**config.mk**
```make
export PLATFORM = sky130hd
export DESIGN_NAME = if_stage_pipe
export DESIGN_NICKNAME = d
export VERILOG_FILES = /design/src/rtl/if_stage_pipe.sv
export SDC_FILE = /design/constraint.sdc
export NUM_CORES = 1
export LEC_CHECK = 0
export CORE_ASPECT_RATIO = 1.1
export CORE_MARGIN = 4
export CORE_UTILIZATION = 60
export CTS_BUF_LIST = sky130_fd_sc_hd__clkbuf_4 sky130_fd_sc_hd__clkbuf_8 sky130_fd_sc_hd__clkbuf_16
export DETAILED_ROUTE_END_ITERATION = 10
export DONT_BUFFER_PORTS = 1
export PLACE_DENSITY = 0.79
export SYNTH_ARGS = -nofsm -noshare
export SYNTH_HDL_FRONTEND = slang
export SYNTH_SLANG_ARGS = --single-unit
```
**constraint.sdc**
```tcl
create_clock -name clk -period 4.5 [get_ports clk]
set_clock_uncertainty 0.15 [all_clocks]
set_input_delay 0.675 -clock clk [delete_from_list [all_inputs] [get_ports clk]]
set_output_delay 0.675 -clock clk [all_outputs]
set_load 0.05 [all_outputs]
```
**src/rtl/if_stage_pipe.sv**
```systemverilog
// Instruction-fetch stage: drives the instruction-memory address from the
// internal PC and registers {pc, instr} into the IF/ID pipeline register.
// Each edge applies exactly one action, in priority order: redirect
// (flush the wrong path), stall (hold everything), memory wait (insert a
// bubble), fetch (capture the word and advance the PC).
module if_stage_pipe #(
  parameter int              XLEN        = 32,
  parameter int              INSTR_BYTES = 4,
  parameter logic [XLEN-1:0] RESET_PC    = '0,
  parameter logic [XLEN-1:0] NOP_INSTR   = 'h00000013,
  parameter int              CNT_W       = 16
) (
  input  logic              clk,
  input  logic              rst,
  input  logic              stall,
  input  logic              redirect_valid,
  input  logic [XLEN-1:0]   redirect_pc,
  output logic [XLEN-1:0]   imem_addr,
  input  logic [XLEN-1:0]   imem_rdata,
  input  logic              imem_ready,
  output logic [2*XLEN-1:0] if_id_bus,
  output logic              if_id_valid,
  output logic [CNT_W-1:0]  fetch_count,
  output logic              misalign
);

  localparam logic [XLEN-1:0] PC_INC     = XLEN'(INSTR_BYTES);
  // INSTR_BYTES is a power of two, so alignment is a test of the low bits.
  localparam logic [XLEN-1:0] ALIGN_MASK = XLEN'(INSTR_BYTES - 1);

  logic [XLEN-1:0] pc;
  logic [XLEN-1:0] bus_pc;
  logic [XLEN-1:0] bus_instr;

  // The memory address is the PC itself, with no register stage.
  assign imem_addr = pc;
  assign if_id_bus = {bus_pc, bus_instr};

  // PC, IF/ID register, valid bit, counter and misalign flag, updated
  // according to the per-edge priority: redirect > stall > wait > fetch.
  always_ff @(posedge clk or posedge rst) begin
    if (rst) begin
      pc          <= RESET_PC;
      bus_pc      <= '0;
      bus_instr   <= NOP_INSTR;
      if_id_valid <= 1'b0;
      fetch_count <= '0;
      misalign    <= 1'b0;
    end else if (redirect_valid) begin
      // Wrong-path flush; a misaligned target is still loaded unmodified
      // and the trap is raised downstream.
      pc          <= redirect_pc;
      bus_pc      <= '0;
      bus_instr   <= NOP_INSTR;
      if_id_valid <= 1'b0;
      misalign    <= |(redirect_pc & ALIGN_MASK);
    end else if (stall) begin
      // Hold everything; the memory word is ignored this cycle.
    end else if (!imem_ready) begin
      // Memory wait state: the PC holds and a bubble enters IF/ID.
      bus_pc      <= '0;
      bus_instr   <= NOP_INSTR;
      if_id_valid <= 1'b0;
    end else begin
      bus_pc      <= pc;
      bus_instr   <= imem_rdata;
      if_id_valid <= 1'b1;
      pc          <= pc + PC_INC;
      fetch_count <= fetch_count + 1'b1;
    end
  end

endmodule

```
==> results of run 1 <==
-- flip-flops by register name (all words and copies together) (netlist names) --
name / count
imem_addr: 32
bus_instr: 32
misalign: 1
fetch_count: 16
bus_pc: 32
if_id_valid: 1
-- report_power, final --
part,leakage [nW],switching [W],internal [W],total [W]
combinational,0.646,0.0000898,0.0000702,0.000160
clock,0.284,0.000462,0.000846,0.00131
sequential,1.47,0.000366,0.00109,0.00146
-- layout make-up --
type / instances / area [sq um] / area share, %
clock inverters: 14 / 164 / 2.98
flip-flops and latches: 114 / 2860 / 51.9
repair buffers: 2 / 15.0 / 0.273
well taps: 108 / 135 / 2.46
clock buffers: 18 / 422 / 7.66
inverters: 8 / 32.5 / 0.591
multi-input cells: 283 / 1880 / 34.1
-- per-stage QoR --
stage / power [W] / setup slack, ps / utilization (%) / hold WS [ps] / instance area [sq um]
finish: 0.00293 / 1640 / 69.6 / 101 / 5500
global route: 0.00303 / 1520 / 69.6 / 131 / 5500
CTS: 0.00294 / 1660 / 69.6 / 122 / 5500
global placement: 0.00163 / 1770 / 62.2 / 482 / 4920
floorplan: 0.00158 / 664 / - / 472 / 4880
detailed placement: 0.00163 / 1690 / 62.2 / 493 / 4920
-- layout by cell type, fill, tap and decap left out, types with 3 or more instances in the layout --
| master | n |
|---|---|
| dfrtp_1 | 111 |
| a22o_1 | 57 |
| nand2_1 | 44 |
| nand3_1 | 21 |
| nor2_1 | 19 |
| o21ai_0 | 19 |
| xnor2_1 | 16 |
| clkbuf_16 | 16 |
| nand4_1 | 11 |
| xor2_1 | 11 |
| or4_1 | 10 |
| a31oi_1 | 9 |
| o31ai_1 | 8 |
| nor4_1 | 7 |
| inv_1 | 6 |
| or3_1 | 5 |
| nor3_1 | 5 |
| clkinv_2 | 5 |
| and4_1 | 4 |
| and3_1 | 4 |
| o211ai_1 | 4 |
| or2_2 | 3 |
| o22a_1 | 3 |
| o311ai_1 | 3 |
| o311ai_0 | 3 |
| dfstp_2 | 3 |
| bufinv_16 | 3 |
| clkinvlp_4 | 3 |
-- routing by layer --
| layer | global-route usage (%) | wire length, microns |
|---|---|---|
| met3 | 8.76 | 1110 |
| met4 | 8.89 | 259 |
| met1 | 32.9 | 4850 |
| met2 | 40.5 | 5910 |
| met5 | 0 | 0 |
-- kinds of logic after synthesis --
logic type	after synthesis
mux	3
compound gates	108
simple gates	143
flops	114
fa+ha+maj	2
buf+inv	37
xor+xnor	27
-- final timing paths --
check                                  end      startpoint  slack, ps
max                          imem_addr[25]    imem_addr[4]       1640
max in group asynchronous       bus_pc[20]             rst       3100
max reg2reg                  imem_addr[25]    imem_addr[4]       1640
min reg2reg                   bus_instr[4]    bus_instr[4]        500
min                        fetch_count[11]             rst        100
min in group clk                  misalign  redirect_valid        150
==> key figures, run 1 <==
Critical path
  – WP data arrival: 3120 ps
  – Worst-case reg-to-reg path depth: 4
  – Slowest-stage cell, CP: dfrtp_1
  – Bufs and invs on worst path: 0
  – Peak fanout along the critical path: 16
  – CP Depth: 4
  – Worst setup SP type: register
  – Worst-path cell chain: nand3_1 -> or3_1 -> or4_1 -> a31oi_1
  – CP Class: reg -> reg
  – Worst path max stage delay: 730 ps
  – Critical Path RT: 4750 ps
  – CP Capture Type: register
  – CP delay by family, top: simple AND/OR/NAND/NOR gates

Logic synthesis
  – Post-synth EDFFs: 0
  – #FFs+latches synth: 114
  – Register area share after synthesis: 58.5%
  – Cell with the most instances after synthesis: dfrtp_1
  – Top cell type's share of synthesized area: 56.9%
  – Post-synthesis cell area: 4880 sq um
  – Warnings from Yosys: 0
  – Largest family of logic cells by synthesized area: compound AO/OA/AOI/OAI gates
  – Adder-cell share of the synthesized area: 0.513%
  – Compound-Gate Fraction of Synth Area: 17.1%
  – Post-synthesis mux area share: 0.667%
  – Ys flop type: dfrtp_1
  – Synthesized Nets: 505
  – Top post-synthesis cells by count: 111 x dfrtp_1, 57 x a22o_1, 44 x nand2_1
  – Post-synth ARST share: 100%
  – Top cells by area, synth: dfrtp_1 57%, a22o_1 10%, nand2_1 3.4%, xnor2_1 2.9%, nand3_1 2.2%
  – Post-synth top area cell: dfrtp_1
  – Synth Area in XOR/XNOR: 4.85%
  – Syn avg cell area: 11.2 sq um
  – Synth Instances: 434
  – Simple-Gate Fraction of Synth Area: 15.3%
  – Cell variety after synth: 39

Placed design
  – GP Congestion: 0.821
  – HPWL Detailed: 8160 microns
  – Port bufs: 0
  – Post-Place Cells: 515

STA
  – Final setup fails: 0
  – Crit share post-route: 63.6%
  – Max Clk Rate: 349 MHz
  – Worst slew margin: 25.4%
  – RSZ-0062 raised after global routing: false
  – Final-report hold violation count: 0
  – Fin Setup TNS: 0 ps
  – Slew Limit Fails: 0
  – Worst slew pin tran: 1120 ps
  – Fin crit period: 2860 ps

Run
  – Max Cap Violations: 0

GRT
  – Largest net degree at the start of global routing: 82
  – Number of global-route vias before repair: 3557
  – Antenna violations before repair: 0
  – First-pass GRT wire length: 19000 microns
  – Tot GR Track Use: 25.4%
  – Grt ovf: 0

Power
  – Power Density: 532 nW/um^2
  – VDD IR max: 0.356 mV
  – Cell leakage power: 2.40 nW

Clock network
  – Resize count post-CTS: 0
  – Number of clock sinks: 114
  – CTS buffer count: 17
  – Post-CTS Setup Bufs: 0
  – CTS root buffer: clkbuf_8
  – CTS clk-pin slew, worst paths: 60 ps
  – Clk buf depth: 2
  – CTS tree: built
  – H-tree levels: 4
  – Clk_lat worst skew: 490 ps
  – Post-CTS Hold Buffers: 0

Route
  – Detailed-router iteration count before antenna repair: 5
  – Post-Route WL: 12100 microns
  – Vias per cell: 6.58
  – Vias: 3601
  – # DRC: 0
  – Initial drt markers: 259
  – Post-DRT Antenna Nets: 0
  – Wire length per cell: 22.2 microns

Final layout
  – Ant. Diodes: 0
  – Fillers: 571
  – Final instance count without filler cells: 547
  – Synth-to-layout area growth: 12.8%
  – Fin nets: 497
  – Fraction of layout cells with a size suffix above 1: 10.5%

Die
  – Row Count: 34
  – Die Width: 94.0 microns
  – Ports: 183
  – Initial Utilization: 61.7%
  – Die area: 9640 sq um
  – Core area: 7910 sq um
  – Die Y-Extent: 103 microns

Min path
  – Hold Crit Class: in -> async

Outcome
  – Outcome: completed
Note: power is estimated with default switching activity, not from simulation.
==> run 2: changes to the inputs <==
clock period = 2.9 ns   (was 4.5 ns; I/O delays follow)
==> key figures, run 2 (same netlist as run 1, synthesis figures left out) <==
Critical path
  – CP delay by family, top: simple AND/OR/NAND/NOR gates
  – CP Class: reg -> reg
  – Critical Path RT: 3120 ps
  – Peak fanout along the critical path: 6
  – Bufs and invs on worst path: 0
  – Worst-path cell chain: nand4_1 -> nor4_1 -> nand3_1 -> xnor2_1
  – R2R Path End: fetch_count[14]
  – Slowest-stage cell, CP: dfrtp_1
  – R2r setup slk: 470 ps
  – WP data arrival: 2650 ps
  – Worst setup SP type: register
  – Worst path max stage delay: 720 ps
  – RR Startpoint: fetch_count[5]
  – CP Capture Type: register
  – Worst-case reg-to-reg path depth: 4

Power
  – VDD IR max: 0.578 mV
  – Sw Ratio: 31.5%
  – Combinational Power Share: 14.6%
  – Clock group share of total power: 43.3%
  – Cell leakage power: 2.86 nW
  – Seq pwr share: 42.1%
  – Power Total: 0.00480 W
  – Power Density: 740 nW/um^2
  – Internal: 0.00329 W
  – NetSw: 0.00151 W

Final layout
  – Post-layout util: 82.0%
  – Commonest non-fill, non-tap cell in the layout: dfrtp_1
  – Most frequent cells in the layout: 111 x dfrtp_1, 66 x dlygate4sd3_1, 57 x a22o_1
  – Fin nets: 596
  – Synth-to-layout area growth: 32.9%
  – Ant. Diodes: 0
  – Fraction of layout cells with a size suffix above 1: 14.7%
  – Design area: 6490 sq um

Route
  – Post-Route M1 WL: 5390 microns
  – Vias per cell: 6.35
  – Top layer in use: met4
  – Detailed-router iteration count before antenna repair: 5
  – Post-Route WL: 14700 microns
  – Vias: 4100
  – Post-DRT Antenna Nets: 0
  – WL met3: 1330 microns
  – Initial drt markers: 362
  – # DRC: 0
  – Metal2 WL: 7700 microns
  – Wire length per cell: 22.8 microns

Placed design
  – GP Congestion: 0.885
  – Port bufs: 0
  – HPWL Detailed: 8830 microns
  – Area after DPL: 5210 sq um

STA
  – Worst slew margin: 43.0%
  – Fin Setup TNS: 0 ps
  – Crit share post-route: 83.6%
  – Final-report hold violation count: 0
  – Max Clk Rate: 412 MHz
  – Fin crit period: 2430 ps
  – Final setup fails: 0
  – Worst slew pin tran: 854 ps
  – Slew Limit Fails: 0
  – RSZ-0062 raised after global routing: false

Die
  – Core area: 7910 sq um
  – Ports: 183
  – Die Width: 94.0 microns
  – Row Count: 34
  – Die area: 9640 sq um
  – Die Y-Extent: 103 microns
  – Initial Utilization: 61.7%

Min path
  – Hold Startpoint: imem_ready
  – Hold depth: 2
  – WHS Endpoint: fetch_count[2]
  – Hold Crit Class: in -> reg

Clock network
  – Number of clock sinks: 114
  – CTS clk-pin slew, worst paths: 60 ps
  – H-tree levels: 4
  – CTS buffer count: 17
  – CTS root buffer: clkbuf_8
  – Clk buf depth: 2
  – Clk_lat worst skew: 520 ps
  – CTS tree: built

GRT
  – Number of global-route vias before repair: 4194
  – First-pass GRT wire length: 22700 microns
  – Tot GR Track Use: 31.3%
  – Largest net degree at the start of global routing: 48
  – Antenna violations before repair: 0
  – Grt ovf: 0

Run
  – Max Cap Violations: 0

Outcome
  – Outcome: completed
## run 2: timing repair
item | 4_1_cts | 5_1_grt
setup buffers | 0 | 0
hold buffers | 67 | 0
hold endpoints to repair | 100 | 0
gates resized for setup | 0 | 0
## run 2: layout make-up
cell class                 count  area [sq um]
clock buffer                  19           435
clock inverter                13           161
fill                         437          1430
inverter                       8          33.8
multi-input combinational    283          1880
sequential                   114          2860
tap                          108           135
timing repair buffer         101           986
## run 2: power groups by stage
| stage | Sequential (W) | Clock (W) | Combinational, W |
|---|---|---|---|
| CTS | 0.00202 | 0.00210 | 0.000689 |
| global route | 0.00203 | 0.00219 | 0.000747 |
| global placement | 0.00204 | 0 | 0.000586 |
| detailed placement | 0.00205 | 0 | 0.000598 |
| floorplan | 0.00223 | 0 | 0.000214 |
| finish | 0.00202 | 0.00208 | 0.000700 |
## run 2: how the worst max path moves through the flow
stage,startpoint,end,slack [ps],depth (start not counted)
2_1_floorplan,imem_addr[2],imem_addr[24],510,6
3_3_place_gp,stall,imem_addr[25],640,4
3_5_place_dp,stall,imem_addr[29],570,4
4_1_cts,imem_addr[3],imem_addr[28],570,5
5_1_grt,imem_addr[2],imem_addr[26],340,5
6_report,fetch_count[5],fetch_count[14],470,4
## run 2: worst reg2reg max path, delay by kind of cell, from the launching register on
kind,cells,cell delay (ps)
and+or+nand+nor,3,1220
DFF,1,720
xor gates and xnor gates,1,190
## run 2: per-stage QoR
step | setup WS (ps) | cells | hold slack, ps
global route | 339 | 646 | 64.2
floorplan | 510 | 434 | 405
CTS | 567 | 646 | 43.8
detailed placement | 566 | 547 | 353
global placement | 642 | 547 | 336
finish | 475 | 646 | 76.9
## run 2: layer usage
layer  vias up  track usage (%)
met2       232             54.6
met3        30             10.0
met1      2041             36.7
met5         -                0
li1       1797                -
met4         0             10.6
==> run 3: changes to the inputs <==
CORE_UTILIZATION = 57   (was 60)
PLACE_DENSITY = 0.78   (was 0.79)
clock period = 2 ns   (was 2.9 ns; I/O delays follow)
==> key figures, run 3 (same netlist as run 1, synthesis figures left out) <==
Critical path
  – Worst-path cell chain: nand4b_2 -> buf_4 -> nor3_4 -> xnor2_1 -> o21ai_0 -> dlygate4sd3_1
  – Bufs and invs on worst path: 2
  – Critical Path RT: 2260 ps
  – WP data arrival: 2260 ps
  – Worst path max stage delay: 570 ps
  – Slowest-stage cell, CP: dlygate4sd3_1
  – Peak fanout along the critical path: 5
  – CP Class: reg -> reg
  – CP Capture Type: register
  – Worst setup SP type: register
  – CP delay by family, top: buffers and inverters

GRT
  – Largest net degree at the start of global routing: 63
  – Antenna violations before repair: 1
  – Tot GR Track Use: 33.5%
  – Grt ovf: 0
  – Number of global-route vias before repair: 4822
  – First-pass GRT wire length: 25500 microns

Die
  – Row Count: 35
  – Core area: 8360 sq um
  – Die Y-Extent: 105 microns
  – Die Width: 96.2 microns
  – Initial Utilization: 58.3%
  – Die area: 10100 sq um
  – Ports: 183

STA
  – Final setup fails: 0
  – Crit share post-route: 99.9%
  – Final-report hold violation count: 0
  – Worst slew pin tran: 640 ps
  – Max Clk Rate: 500 MHz
  – Fin crit period: 2000 ps
  – Slew Limit Fails: 0
  – RSZ-0062 raised after global routing: true
  – Worst slew margin: 57.3%

Route
  – Detailed-router iteration count before antenna repair: 5
  – Post-Route WL: 17000 microns
  – Vias per cell: 6.49
  – Post-DRT Antenna Nets: 0
  – Initial drt markers: 366
  – Wire length per cell: 24.0 microns
  – Vias: 4581
  – # DRC: 0

Placed design
  – Post-Place Cells: 584
  – GP Congestion: 0.910
  – Area after DPL: 5500 sq um
  – HPWL Detailed: 9020 microns
  – Port bufs: 0

Final layout
  – Design area: 7050 sq um
  – Most frequent cells in the layout: 91 x dfrtp_1, 86 x dlygate4sd3_1, 65 x buf_4
  – Post-layout util: 84.3%
  – Fraction of layout cells with a size suffix above 1: 24.2%
  – Fillers: 414
  – Final instance count without filler cells: 706
  – Synth-to-layout area growth: 44.6%
  – Fin nets: 652
  – Commonest non-fill, non-tap cell in the layout: dfrtp_1

Run
  – Max Cap Violations: 0

Clock network
  – Clk_lat worst skew: 520 ps
  – CTS root buffer: clkbuf_8
  – H-tree levels: 4
  – CTS clk-pin slew, worst paths: 70 ps
  – CTS buffer count: 17
  – Clk buf depth: 2
  – CTS tree: built
  – Number of clock sinks: 114

Power
  – Cell leakage power: 3.09 nW
  – VDD IR max: 0.688 mV
  – Power Density: 1020 nW/um^2

Min path
  – Hold Crit Class: in -> reg

Outcome
  – Outcome: completed
run 3: changes by cell type in the layout (fill, tap and decap cells not counted), sizes merged:
cell,before,now
clkbuf,19,18
dlygate4sd3,66,86
buf,35,70
diode,0,1
inv,6,8
clkinv,7,8
clkinvlp,5,3
or3,5,6
run 3: layout make-up:
type                    count  area, sq um  share of cell area, %
well taps                 111          139                   1.97
multi-input cells         284         1950                   27.6
flip-flops and latches    114         2880                   40.8
clock buffers              18          428                   6.07
repair buffers            156         1440                   20.4
inverters                   8         33.8                  0.479
diodes                      1         2.50                 0.0355
clock inverters            14          180                   2.55
run 3: final timing paths:
kind / to / start / cells past startpoint / slack (ps)
min in group asynchronous: fetch_count[10] / rst / 3 / 210
min: imem_addr[14] / redirect_valid / 2 / 1
max in group asynchronous: fetch_count[2] / rst / 3 / 870
max reg2reg: imem_addr[9] / imem_addr[2] / 6 / 2
min reg2reg: fetch_count[0] / fetch_count[0] / 1 / 370
max: imem_addr[9] / imem_addr[2] / 6 / 2
run 3: metrics by stage:
step	hold WS, ps	worst slack, ps	power, W	TNS (ps)
2_1_floorplan	270	-169	0.00357	-1400
3_3_place_gp	146	4.71	0.00387	0
3_5_place_dp	149	-53.7	0.00390	-90.5
4_1_cts	0.00416	52.0	0.00711	0
5_1_grt	9.84	-75.7	0.00742	-151
6_report	1.41	1.99	0.00719	0
run 3: per-layer routing:
metal	GRT usage (%)	routed length (microns)
met4	17.7	763
met3	10.6	1720
met2	54.3	8630
met1	39.1	5840
met5	0	0
run 3: what timing repair did:
action	4_1_cts	5_1_grt
cloned	0	1
resized for setup	2	12
hold buffers	87	0
endpoints found under the hold margin	189	0
setup endpoints to repair	3	16
pin swaps	0	1
buffers inserted	0	1
run 3: worst reg2reg max path, stage by stage, from the launching register on:
cell           delay, ps
dfrtp_2              370
nand4b_2             140
buf_4                200
nor3_4               200
xnor2_1              150
o21ai_0              100
dlygate4sd3_1        570
run 3: report_power, final:
part / internal [W] / switching, W / total (W)
clock network: 0.00195 / 0.00116 / 0.00311
logic: 0.000437 / 0.000766 / 0.00120
registers: 0.00248 / 0.000402 / 0.00288
total: 0.00486 / 0.00233 / 0.00719
